### config.mk
export PLATFORM = sky130hd
export DESIGN_NAME = mmio_key_in
export DESIGN_NICKNAME = d
export VERILOG_FILES = /design/src/rtl/mmio_pkg.sv /design/src/rtl/key_debounce.sv /design/src/rtl/mmio_key_in.sv
export SDC_FILE = /design/constraint.sdc
export NUM_CORES = 1
export LEC_CHECK = 0
export BUFFER_PORTS_ARGS = -buffer_cell sky130_fd_sc_hd__buf_4
export CAP_MARGIN = 30
export CORE_ASPECT_RATIO = 0.9
export CORE_MARGIN = 2
export CORE_UTILIZATION = 38
export DETAILED_ROUTE_END_ITERATION = 16
export PLACE_DENSITY = 0.6
export SETUP_SLACK_MARGIN = 0.15
export SYNTH_ARGS = -nofsm -noshare
export SYNTH_HDL_FRONTEND = slang
export SYNTH_SLANG_ARGS = --single-unit
### constraint.sdc
create_clock -name clk -period 6.21 [get_ports clk]
set_input_delay 0.3105 -clock clk [delete_from_list [all_inputs] [get_ports clk]]
set_output_delay 0.3105 -clock clk [all_outputs]
set_load 0.02 [all_outputs]
### src/rtl/mmio_pkg.sv
// Shared MMIO definitions for the single-cycle MIPS I/O space (addr[7] = 1).
package mmio_pkg;

  localparam logic [7:0] MMIO_LED       = 8'h80;
  localparam logic [7:0] MMIO_KEY_LEVEL = 8'h81;
  localparam logic [7:0] MMIO_KEY_EDGE  = 8'h82;
  localparam logic [7:0] MMIO_KEY_COUNT = 8'h83;
  localparam logic [7:0] MMIO_KEY_IE    = 8'h84;

  localparam int COUNT_W = 16;

  function automatic logic key_addr_hit(input logic [7:0] a);
    return (a >= MMIO_KEY_LEVEL) && (a <= MMIO_KEY_IE);
  endfunction

endpackage

### src/rtl/key_debounce.sv
// One push-button: two-flop synchroniser on the raw active-low key, then a
// stable-level debouncer that emits a one-cycle press pulse on 0->1.
module key_debounce #(
  parameter int DEBOUNCE_CYCLES = 16
) (
  input  logic clk,
  input  logic rst,
  input  logic key_n,
  output logic stable,
  output logic press
);

  localparam int CW = (DEBOUNCE_CYCLES > 2) ? $clog2(DEBOUNCE_CYCLES) : 1;
  localparam logic [CW-1:0] CNT_LAST = CW'(DEBOUNCE_CYCLES - 1);

  logic [1:0]    sync_q;
  logic [CW-1:0] cnt_q;
  logic          sample;
  logic          accept;

  // Synchroniser holds the raw (active-low) level so reset reads as released.
  assign sample = ~sync_q[1];
  assign accept = (sample != stable) && (cnt_q == CNT_LAST);
  assign press  = accept & sample;

  always_ff @(posedge clk or posedge rst) begin
    if (rst) begin
      sync_q <= 2'b11;
      cnt_q  <= '0;
      stable <= 1'b0;
    end else begin
      sync_q <= {sync_q[0], key_n};
      if (sample == stable) begin
        cnt_q <= '0;
      end else if (accept) begin
        stable <= sample;
        cnt_q  <= '0;
      end else begin
        cnt_q <= cnt_q + CW'(1);
      end
    end
  end

endmodule

### src/rtl/mmio_key_in.sv
// Push-button MMIO read port: debounced level, sticky press flags, press
// counter and maskable interrupt, read combinationally during a load.
module mmio_key_in
  import mmio_pkg::*;
#(
  parameter int N_KEYS          = 4,
  parameter int DEBOUNCE_CYCLES = 16
) (
  input  logic              clk,
  input  logic              rst,
  input  logic [N_KEYS-1:0] key_n,
  input  logic [7:0]        addr,
  input  logic              rd_en,
  input  logic              wr_en,
  input  logic [31:0]       wdata,
  output logic [31:0]       rdata,
  output logic              hit,
  output logic              irq
);

  logic [N_KEYS-1:0]  level;
  logic [N_KEYS-1:0]  press;
  logic [N_KEYS-1:0]  edge_q;
  logic [N_KEYS-1:0]  ie_q;
  logic [COUNT_W-1:0] count_q;
  logic               wr_edge;
  logic               wr_count;
  logic               wr_ie;
  logic               unused_wdata;

  assign unused_wdata = ^wdata[31:COUNT_W];

  for (genvar g = 0; g < N_KEYS; g++) begin : g_key
    key_debounce #(
      .DEBOUNCE_CYCLES(DEBOUNCE_CYCLES)
    ) u_key (
      .clk   (clk),
      .rst   (rst),
      .key_n (key_n[g]),
      .stable(level[g]),
      .press (press[g])
    );
  end

  assign hit      = key_addr_hit(addr);
  assign wr_edge  = wr_en && (addr == MMIO_KEY_EDGE);
  assign wr_count = wr_en && (addr == MMIO_KEY_COUNT);
  assign wr_ie    = wr_en && (addr == MMIO_KEY_IE);

  // A press landing on the same edge as a W1C keeps its flag; a COUNT load
  // on the same edge as a press discards that press from the count.
  always_ff @(posedge clk or posedge rst) begin
    if (rst) begin
      edge_q  <= '0;
      count_q <= '0;
      ie_q    <= '0;
    end else begin
      if (wr_edge) edge_q <= (edge_q & ~wdata[N_KEYS-1:0]) | press;
      else         edge_q <= edge_q | press;

      if (wr_count)    count_q <= wdata[COUNT_W-1:0];
      else if (|press) count_q <= count_q + COUNT_W'(1);

      if (wr_ie) ie_q <= wdata[N_KEYS-1:0];
    end
  end

  assign irq = |(edge_q & ie_q);

  always_comb begin
    rdata = '0;
    if (rd_en && hit) begin
      case (addr)
        MMIO_KEY_LEVEL: rdata[N_KEYS-1:0]  = level;
        MMIO_KEY_EDGE:  rdata[N_KEYS-1:0]  = edge_q;
        MMIO_KEY_COUNT: rdata[COUNT_W-1:0] = count_q;
        MMIO_KEY_IE:    rdata[N_KEYS-1:0]  = ie_q;
        default:        rdata = '0;
      endcase
    end
  end

endmodule

==> run_results.csv, run 1 <==
group,metric,value,unit
grt,grt.overflow.total,0,
floorplanning,num_io_pins,82,
cts,cts-resized-gates,0,
worst_setup_path,timing.rr.end,"count_q[5]",
cts,cts_tree,"done",
worst_setup_path,cpMaxStageDelayCell,"and4_1",
pwr,leakagePower,1.44,nW
final_layout,finish.net_count,375,
status,status,"completed",
synth,synth_compound_area_share,10.1,%
cts,cts.sinks,52,
synth,synth_edf_count,0,
final_layout,fin_util,45.8,%
route,finalWirelength,5.25,mm
timing,worst_pin_slew,0.645,ns
synth,syn-instance-count,274,
route,first_pass_iters,4,
grt,grt_usage,14.0,%
synth,muxShareOfSynthArea,3.48,%
synth,syn_area,0.00273,sq mm
synth,synth_top_family_by_area,"simple AND/OR/NAND/NOR gates",
cts,path_clk_slew,0.09,ns
synth,synthAdderAreaFrac,2.29,%
cts,cts-buffers-inserted,5,
final_layout,insertedDiodeCount,0,
worst_setup_path,critPathMaxFanout,12,
synth,ys.flop_type,"dfrtp_1",
floorplanning,die_w,93.3,um
hold_path,hold_path_startpoint,"key_n[3]",
timing,period_share,34.0,%
worst_setup_path,slowest_delay,0.48,ns
worst_setup_path,r2r_cells,7,
timing,rsz0062_at_grt,"false",
worst_setup_path,r2r-start,"g_key[1].u_key.cnt_q[0]",
worst_setup_path,arrival,1.80,ns
worst_setup_path,crit_path_frequent_cell,"buf_4",
final_layout,area.growth.synth_to_final,17.4,%
final_layout,drive_gt1_share,22.6,%
route,drtIter0Drc,62,
cts,cts_setup_buffers,0,
synth,synthArstFlopShare,100,%
synth,ys.warnings.count,0,
synth,synth-xor-area-share,7.38,%
run,drv_cap,0,
synth,avgSynthCellArea,9.96,sq um
timing,slew_headroom,57.0,%
grt,grt_max_degree,53,
pwr,power_density,203,mW/mm^2
hold_path,hold_path_end,"g_key[3].u_key.sync_q[0]",
route,vias_per_cell,4.82,
route,route.detailed.drc,0,
cts,cts.path.max_buffers,2,
timing,maxSlewViolCount,0,
grt,antenna_found_initial,0,
floorplanning,placementRows,29,
route,ant_nets,0,
cts,cts.htree.levels,2,
worst_setup_path,rrSetupSlack,4.16,ns
worst_setup_path,start_kind,"input port",
grt,grt_pass1_wl,8.65,mm
grt,grt_pass1_vias,1862,
timing,period_needed,2.11,ns
route,vias,2004,
route,wire_per_inst,12.6,um
timing,hold_viol_final,0,
floorplanning,die_h,84.4,um
worst_setup_path,criticalPathCategory,"input port to output port",
synth,ys_seq_area_share,48.0,%
worst_setup_path,critPathCaptureType,"output port",
cts,cts_root_buffer,"clkbuf_8",
synth,ys_ff_latch,52,
floorplanning,initial_core_util,39.0,%
place,numPortBuffers,49,
timing,fmax,474,MHz
synth,synth_simple_gate_area_share,21.0,%
place,place_congestion,0.813,
cts,holdBufCountCts,0,
floorplanning,coreArea,0.00700,sq mm
timing,skew,0.00351,ns
floorplanning,die_area,0.00788,sq mm
worst_setup_path,crit_required,5.90,ns
synth,yosys.cell_types.count,37,
timing,setup_tns,0,ns
place,dpl.hpwl,3.82,mm
worst_setup_path,crit_chain,"buf_4 -> nand2b_1 -> nor4_1 -> and4_1 -> and2_1 -> buf_4",
final_layout,fillers,692,
cts,insertion_delay,0.31,ns
hold_path,hold_class,"input port to flip-flop",
hold_path,whs_path_depth,1,
timing,finalSetupViolCount,0,
pwr,ir_worst_vdd,0.0934,mV
per-layer routing:
| metal | GRT usage [%] | share of wire [%] |
|---|---|---|
| met3 | 2.96 | 5.0 |
| met2 | 21.4 | 44 |
| met4 | 6.02 | 1.8 |
| met5 | 0 | 0 |
| met1 | 19.4 | 49 |
cell usage after synthesis, types with 7 or more instances:
cell type / n / area, sq um
dfrtp_1: 44 / 1100
nor2_1: 29 / 109
a21oi_1: 24 / 120
xor2_1: 17 / 149
buf_4: 16 / 120
and2_1: 13 / 81.3
nand2_1: 11 / 41.3
nand3_1: 11 / 55.1
inv_1: 9 / 33.8
o21ai_0: 9 / 45.0
dfstp_2: 8 / 210
clkbuf_1: 7 / 26.3
cell families after synthesis:
| group | after synthesis |
|---|---|
| buf+inv | 34 |
| fa+ha+maj | 5 |
| mux | 9 |
| compound gates | 47 |
| flops | 52 |
| xor+xnor | 23 |
| simple gates | 103 |
| other cells | 1 |
stage by stage:
step | total power [mW] | instances | hold slack (ns) | setup WS [ns] | cell area, sq um
after detailed placement | 0.460 | 408 | 0.348 | 4.06 | 3110
after CTS | 0.661 | 416 | 0.0866 | 4.07 | 3210
after global placement | 0.458 | 408 | 0.346 | 4.07 | 3110
after global routing | 0.686 | 416 | 0.0823 | 3.87 | 3210
final | 0.651 | 416 | 0.102 | 4.10 | 3210
after floorplan | 0.438 | 289 | 0.315 | 4.23 | 2790
flip-flops by register name, indices dropped and copies added, names as in the netlist:
name / count
g_key.u_key.stable: 4
g_key.u_key.sync_q: 8
ie_q: 4
count_q: 16
edge_q: 4
g_key.u_key.cnt_q: 16
power breakdown:
| group | leakage, nW | switching, mW | internal, mW |
|---|---|---|---|
| clock | 0.0510 | 0.109 | 0.0891 |
| combinational | 0.782 | 0.0457 | 0.0362 |
| sequential | 0.609 | 0.0147 | 0.356 |
| total | 1.44 | 0.169 | 0.481 |
final cells by class:
| class | instances | area [sq um] | share of cell area [%] |
|---|---|---|---|
| clock buffers | 6 | 82.6 | 2.58 |
| repair buffers | 51 | 383 | 11.9 |
| inverters | 9 | 33.8 | 1.05 |
| multi-input cells | 203 | 1270 | 39.6 |
| well taps | 93 | 116 | 3.63 |
| flip-flops and latches | 52 | 1310 | 40.9 |
| clock inverters | 2 | 10.0 | 0.312 |
cell usage in the layout, fill, tap and decap left out, types with 9 or more instances in the layout:
master   count
buf_4       51
dfrtp_1     44
nor2_1      29
a21oi_1     24
xor2_1      17
conb_1      16
and2_1      13
nand3_1     11
nand2_1     11
o21ai_0      9
worst max-delay path: cells and delay by family:
family                 cells  cell delay, ns
buffers and inverters      2            0.24
and+or+nand+nor            4            1.24
how the worst max path moves through the flow:
stage | startpoint | endpoint | slack, ns | cells after the start
after CTS | addr[6] | rdata[11] | 4.07 | 6
after global placement | addr[6] | rdata[11] | 4.07 | 6
after detailed placement | addr[6] | rdata[11] | 4.06 | 6
after floorplan | g_key[2].u_key.cnt_q[0] | count_q[6] | 4.23 | 9
final | addr[6] | rdata[11] | 4.10 | 6
after global routing | addr[6] | rdata[13] | 3.87 | 6
Power figures use the tool's default switching activity.
==> run 2, diff against run 1 <==
--- a/config.mk
+++ b/config.mk
@@ -5,13 +5,14 @@
 export SDC_FILE = /design/constraint.sdc
 export NUM_CORES = 1
 export LEC_CHECK = 0
+export ABC_AREA = 1
 export BUFFER_PORTS_ARGS = -buffer_cell sky130_fd_sc_hd__buf_4
 export CAP_MARGIN = 30
 export CORE_ASPECT_RATIO = 0.9
 export CORE_MARGIN = 2
 export CORE_UTILIZATION = 38
 export DETAILED_ROUTE_END_ITERATION = 16
-export PLACE_DENSITY = 0.6
+export PLACE_DENSITY = 0.61
 export SETUP_SLACK_MARGIN = 0.15
 export SYNTH_ARGS = -nofsm -noshare
 export SYNTH_HDL_FRONTEND = slang
==> constraint.sdc (replaced) <==
create_clock -name clk -period 1.8 [get_ports clk]
set_input_delay 0.09 -clock clk [delete_from_list [all_inputs] [get_ports clk]]
set_output_delay 0.09 -clock clk [all_outputs]
set_load 0.02 [all_outputs]
==> run 2 against run 1 <==
Effect of this change:
- design area up 19%
- critical path type is now flip-flop to flip-flop
- routed wire length up 35%
- via count up 43%
- clock power rose to 3.5 times the previous value
- highest routed layer unchanged
- clock-buffer cell count down 1
- largest power group unchanged
- flip-flop and latch count unchanged
- global-route usage up 2.5 points
- synthesized area up 14%
==> run_results.csv, run 2 <==
group,metric,value,unit
synth,ys.warnings.count,0,
final_layout,area.growth.synth_to_final,21.9,%
hold_path,whs_path_depth,5,
synth,synth_simple_gate_area_share,30.1,%
worst_setup_path,start_kind,"flip-flop",
route,vias_per_cell,4.80,
cts,cts_root_buffer,"clkbuf_8",
floorplanning,placementRows,31,
timing,setup_tns,0,ns
synth,synth_edf_count,0,
synth,synthAdderAreaFrac,2.01,%
pwr,power_density,582,mW/mm^2
cts,cts.path.max_buffers,2,
worst_setup_path,critPathMaxFanout,16,
final_layout,top_regs,"count_q: 16 flops, g_key.u_key.cnt_q: 16 flops, g_key.u_key.sync_q: 8 flops",
timing,hold_viol_final,0,
cts,path_clk_slew,0.10,ns
timing,rsz0062_at_grt,"true",
hold_path,hold_path_startpoint,"wdata[9]",
cts,insertion_delay,0.32,ns
grt,grt_pass1_vias,2676,
route,finalWirelength,7.11,mm
floorplanning,die_area,0.00895,sq mm
synth,syn-instance-count,433,
grt,grt_pass1_wl,12.0,mm
run,drv_cap,0,
synth,synth_compound_area_share,9.31,%
floorplanning,initial_core_util,39.0,%
worst_setup_path,crit_required,2.00,ns
route,first_pass_iters,5,
cts,cts_tree,"done",
worst_setup_path,critical_path.startpoint,"g_key[1].u_key.cnt_q[0]",
floorplanning,die_h,89.9,um
timing,period_needed,1.51,ns
synth,synth.most_common_cell,"nand2_1",
synth,synth_top_family_by_area,"simple AND/OR/NAND/NOR gates",
timing,maxSlewViolCount,0,
synth,ys_ff_latch,52,
final_layout,insertedDiodeCount,0,
worst_setup_path,arrival,1.71,ns
synth,muxShareOfSynthArea,0,%
synth,avgSynthCellArea,7.20,sq um
final_layout,fillers,807,
route,vias,2869,
place,dpl.hpwl,5.40,mm
cts,cts-buffers-inserted,5,
timing,period_share,84.0,%
timing,skew,0.0127,ns
route,wire_per_inst,11.9,um
status,status,"completed",
synth,yosys.cell_types.count,27,
grt,antenna_found_initial,0,
floorplanning,coreArea,0.00799,sq mm
final_layout,seq_area,0.00131,sq mm
pwr,ir_worst_vdd,0.357,mV
place,numPortBuffers,49,
synth,syn_area,0.00312,sq mm
place,place_congestion,0.868,
final_layout,drive_gt1_share,19.6,%
floorplanning,die_w,99.5,um
synth,synthTopCellsByCount,"nand2_1 (122), inv_1 (67), nand3_1 (51)",
final_layout,final_common_cell,"nand2_1",
worst_setup_path,slowest_delay,0.41,ns
route,ant_nets,0,
worst_setup_path,r2r_cells,8,
timing,finalSetupViolCount,0,
synth,ys_seq_area_share,42.1,%
synth,synth-xor-area-share,2.25,%
floorplanning,num_io_pins,82,
synth,synthArstFlopShare,100,%
cts,cts.htree.levels,2,
pwr,leakagePower,2.04,nW
grt,grt.overflow.total,0,
final_layout,finish.net_count,551,
synth,synth_area_leaders,"dfrtp_1 (35%), nand2_1 (15%), nand3_1 (8.2%)",
route,route.detailed.drc,0,
worst_setup_path,r2r-start,"g_key[1].u_key.cnt_q[0]",
synth,yosysTopAreaCell,"dfrtp_1",
grt,grt_max_degree,53,
worst_setup_path,crit_chain,"ha_2 -> nand3_2 -> nor2_1 -> nor2_1 -> nand3_2 -> buf_4 -> nand2_1 -> o21ai_0",
final_layout,final_cell_mix,"nand2_1 (122), inv_1 (65), buf_4 (56)",
worst_setup_path,critPathCaptureType,"flip-flop",
route,drtIter0Drc,113,
timing,fmax,661,MHz
timing,holdWs,0.0651,ns
grt,grt_usage,16.6,%
worst_setup_path,criticalPathCategory,"flip-flop to flip-flop",
synth,yosys.area.top_type_share,35.3,%
cts,cts.sinks,52,
final_layout,multi_input_area,0.00147,sq mm
hold_path,hold_class,"input port to flip-flop",
synth,ys.flop_type,"dfrtp_1",
worst_setup_path,cpMaxStageDelayCell,"dfrtp_1",
==> run 2: cell count changes after synthesis, sizes merged, moves of 13 or more <==
cell,change
nand2,+113
nand3,+38
a21oi,-17
and2,-13
inv,+58
o21ai,+23
==> run 2: metal layers <==
metal	global-route usage, %	vias to the layer above	part of all wire (%)
met3	2.95	4	5.3
met5	0	-	0
li1	-	1454	-
met1	23.5	1330	48
met4	5.25	0	0.80
met2	25.8	81	46
==> run 2: timing repair <==
item | CTS | global route
pin swaps | 0 | 1
endpoints found under the setup margin | 8 | 20
hold buffers | 9 | 0
resized for setup | 1 | 11
endpoints found under the hold margin | 52 | 0
setup buffers | 0 | 2
cloned | 0 | 0
==> run 2: cells by family after synthesis <==
family / after synthesis
flops: 52
compound gates: 51
fa+ha+maj: 5
other cells: 1
buf+inv: 92
simple gates: 224
xor+xnor: 8
==> run 2: layout make-up <==
class | instances | area share (%)
inverters | 68 | 6.75
clock buffers | 5 | 1.81
clock inverters | 3 | 0.658
flip-flops and latches | 52 | 34.5
well taps | 99 | 3.26
repair buffers | 67 | 14.5
multi-input cells | 304 | 38.5
==> run 2: worst paths after layout <==
path	endpoint	slack, ns
setup / recovery	count_q[2]	0.29
hold / removal	count_q[9]	0.07
setup reg to reg	count_q[2]	0.29
hold reg to reg	g_key[1].u_key.sync_q[1]	0.36
max in group asynchronous	g_key[3].u_key.sync_q[1]	1.12
min in group asynchronous	g_key[0].u_key.cnt_q[0]	0.37
==> run 2: power breakdown <==
| part | switching [mW] | leakage (nW) | total, mW | internal, mW |
|---|---|---|---|---|
| logic | 0.142 | 1.35 | 0.253 | 0.111 |
| clock network | 0.416 | 0.0452 | 0.700 | 0.284 |
| registers | 0.0348 | 0.644 | 1.26 | 1.22 |
==> run 2: stage by stage <==
step	util [%]	cells	setup WS, ns	area [sq um]	total power [mW]
after floorplan	-	448	0.364	3170	1.43
after global placement	44.6	579	0.238	3560	1.51
after detailed placement	44.6	579	0.178	3560	1.51
after CTS	46.9	596	0.136	3740	2.24
after global routing	47.6	598	0.125	3800	2.34
final	47.6	598	0.288	3800	2.21
==> run 2: critical path: cells and delay by family (launching register included) <==
family,cells,cell delay (ns)
adders and majority gates,1,0.21
buffers and inverters,1,0.22
and+or+nand+nor,5,0.49
DFF,1,0.41
AOI/OAI and AO/OA,1,0.07
==> run 3, diff against run 2 <==
--- a/config.mk
+++ b/config.mk
@@ -12,7 +12,7 @@
 export CORE_MARGIN = 2
 export CORE_UTILIZATION = 38
 export DETAILED_ROUTE_END_ITERATION = 16
-export PLACE_DENSITY = 0.61
+export PLACE_DENSITY = 0.59
 export SETUP_SLACK_MARGIN = 0.15
 export SYNTH_ARGS = -nofsm -noshare
 export SYNTH_HDL_FRONTEND = slang
==> constraint.sdc (replaced) <==
create_clock -name clk -period 1.5 [get_ports clk]
set_input_delay 0.075 -clock clk [delete_from_list [all_inputs] [get_ports clk]]
set_output_delay 0.075 -clock clk [all_outputs]
set_load 0.02 [all_outputs]
==> run 3 against run 2 <==
Effect of this change:
- clock power is 18% higher
- largest power group unchanged
- die area unchanged
- routed wire length increased by 6.5%
==> run_results.csv, run 3 (synthesis results as in run 2) <==
group,metric,value,unit
status,status,"completed",
final_layout,finish.net_count,582,
floorplanning,die_w,99.5,um
route,ant_nets,0,
place,numPortBuffers,49,
floorplanning,die_h,89.9,um
cts,cts.sinks,52,
grt,grt_usage,17.5,%
grt,grt_pass1_wl,12.9,mm
worst_setup_path,criticalPathCategory,"flip-flop to flip-flop",
cts,path_clk_slew,0.09,ns
place,placedInstanceArea,0.00371,sq mm
timing,finalSetupViolCount,0,
worst_setup_path,r2r-start,"g_key[1].u_key.cnt_q[1]",
cts,cts.path.max_buffers,2,
final_layout,drive_gt1_share,31.7,%
place,place_congestion,0.818,
timing,hold_viol_final,0,
hold_path,hold_path_end,"ie_q[1]",
worst_setup_path,crit_buf_inv,1,
worst_setup_path,r2r_cells,8,
worst_setup_path,rrSetupSlack,0.06,ns
floorplanning,initial_core_util,39.0,%
hold_path,hold_path_startpoint,"wdata[1]",
cts,cts.htree.levels,2,
worst_setup_path,start_kind,"flip-flop",
cts,cts_root_buffer,"clkbuf_8",
cts,cts_tree,"done",
final_layout,area.growth.synth_to_final,36.7,%
worst_setup_path,arrival,1.63,ns
place,dpl.hpwl,5.61,mm
pwr,p_switching,688,uW
cts,insertion_delay,0.31,ns
pwr,power_density,634,mW/mm^2
final_layout,fin_area,0.00426,sq mm
grt,grt_pass1_vias,2853,
worst_setup_path,cpMaxStageDelayCell,"dfrtp_1",
route,vias,2973,
floorplanning,placementRows,31,
final_layout,top_regs,"count_q: 16 flops, g_key.u_key.cnt_q: 16 flops, g_key.u_key.sync_q: 8 flops",
route,drtIter0Drc,146,
pwr,pwr-share-comb,13.2,%
timing,skew,0.0114,ns
grt,antenna_found_initial,0,
worst_setup_path,crit_chain,"ha_4 -> nand3_4 -> nor2_4 -> nor2_2 -> nand3_4 -> clkinvlp_4 -> nand2_1 -> nand2_1",
worst_setup_path,crit_required,1.70,ns
place,dp.cells,595,
final_layout,insertedDiodeCount,0,
worst_setup_path,slowest_delay,0.41,ns
timing,period_share,95.9,%
final_layout,final_common_cell,"nand2_1",
hold_path,hold_class,"input port to flip-flop",
worst_setup_path,critPathCaptureType,"flip-flop",
final_layout,final_cell_mix,"nand2_1 (111), buf_4 (85), inv_1 (58)",
timing,period_needed,1.44,ns
route,route.detailed.drc,0,
timing,maxSlewViolCount,0,
route,vias_per_cell,4.73,
route,wire_per_inst,12.0,um
final_layout,instances_no_fill,629,
timing,fmax,695,MHz
route,first_pass_iters,4,
worst_setup_path,critical_path.top_delay_family,"simple AND/OR/NAND/NOR gates",
worst_setup_path,timing.rr.end,"count_q[12]",
grt,grt_max_degree,30,
grt,grt.overflow.total,0,
pwr,p_sw_share,25.4,%
worst_setup_path,critPathMaxFanout,8,
pwr,leakagePower,2.23,nW
pwr,ir_worst_vdd,0.372,mV
timing,holdWs,0.00707,ns
route,finalWirelength,7.57,mm
timing,rsz0062_at_grt,"true",
timing,setup_tns,0,ns
final_layout,fin_util,53.3,%
pwr,pwr-share-clk,30.5,%
pwr,p_seq_share,56.3,%
cts,cts-buffers-inserted,5,
floorplanning,die_area,0.00895,sq mm
floorplanning,num_io_pins,82,
hold_path,whs_path_depth,3,
run,drv_cap,0,
floorplanning,coreArea,0.00799,sq mm
pwr,p_int,2.02,mW
-- run 3: repair_timing --
| item | 4_1_cts | 5_1_grt |
|---|---|---|
| pin swaps | 28 | 18 |
| endpoints found under the setup margin | 20 | 21 |
| buffers inserted | 15 | 4 |
| resized for setup | 31 | 39 |
| hold buffers | 7 | 0 |
| gates cloned | 0 | 0 |
| hold endpoints to repair | 15 | 0 |
-- run 3: per-stage QoR --
| step | power (mW) | setup WS (ns) |
|---|---|---|
| after floorplan | 1.72 | 0.143 |
| after global placement | 1.82 | 0.0695 |
| after detailed placement | 1.83 | 0.0340 |
| after CTS | 2.70 | 0.0328 |
| after global routing | 2.83 | -0.0228 |
| final | 2.70 | 0.0612 |
-- run 3: cell type report --
type / instances / area [sq um]
clock buffer: 8 / 90.1
tap: 99 / 124
inverter: 68 / 265
sequential: 52 / 1320
timing repair buffer: 98 / 797
fill: 730 / 3730
multi-input combinational: 304 / 1670
-- run 3: power groups by stage --
stage	Combinational [mW]	Clock, mW	Sequential, mW
after global placement	0.286	0	1.54
final	0.358	0.825	1.52
after CTS	0.336	0.858	1.51
after global routing	0.400	0.905	1.53
after detailed placement	0.290	0	1.54
after floorplan	0.196	0	1.53
-- run 3: worst max path at each step --
| stage | slack [ns] | to | startpoint | cells after the start |
|---|---|---|---|---|
| floorplan | 0.14 | rdata[0] | addr[6] | 8 |
| finish | 0.06 | count_q[12] | g_key[1].u_key.cnt_q[1] | 8 |
| detailed placement | 0.03 | count_q[3] | g_key[3].u_key.cnt_q[0] | 8 |
| CTS | 0.03 | count_q[11] | g_key[2].u_key.cnt_q[0] | 8 |
| global placement | 0.07 | count_q[3] | g_key[2].u_key.cnt_q[0] | 7 |
| global route | -0.02 | count_q[5] | g_key[1].u_key.cnt_q[1] | 8 |
-- run 3: layer usage --
layer / share of wire (%) / up-vias / routed length [um] / GRT usage, %
met5: 0 / - / 0 / 0
li1: - / 1517 / - / -
met4: 0.86 / 0 / 65 / 4.45
met1: 47 / 1387 / 3560 / 24.1
met3: 4.2 / 5 / 321 / 2.72
met2: 48 / 64 / 3620 / 28.9
-- run 3: worst register-to-register path, delay by kind of cell (launching register included) --
kind          cells  cell delay, ns
simple gates      6            0.57
flops             1            0.41
fa+ha+maj         1            0.17
buf+inv           1            0.21
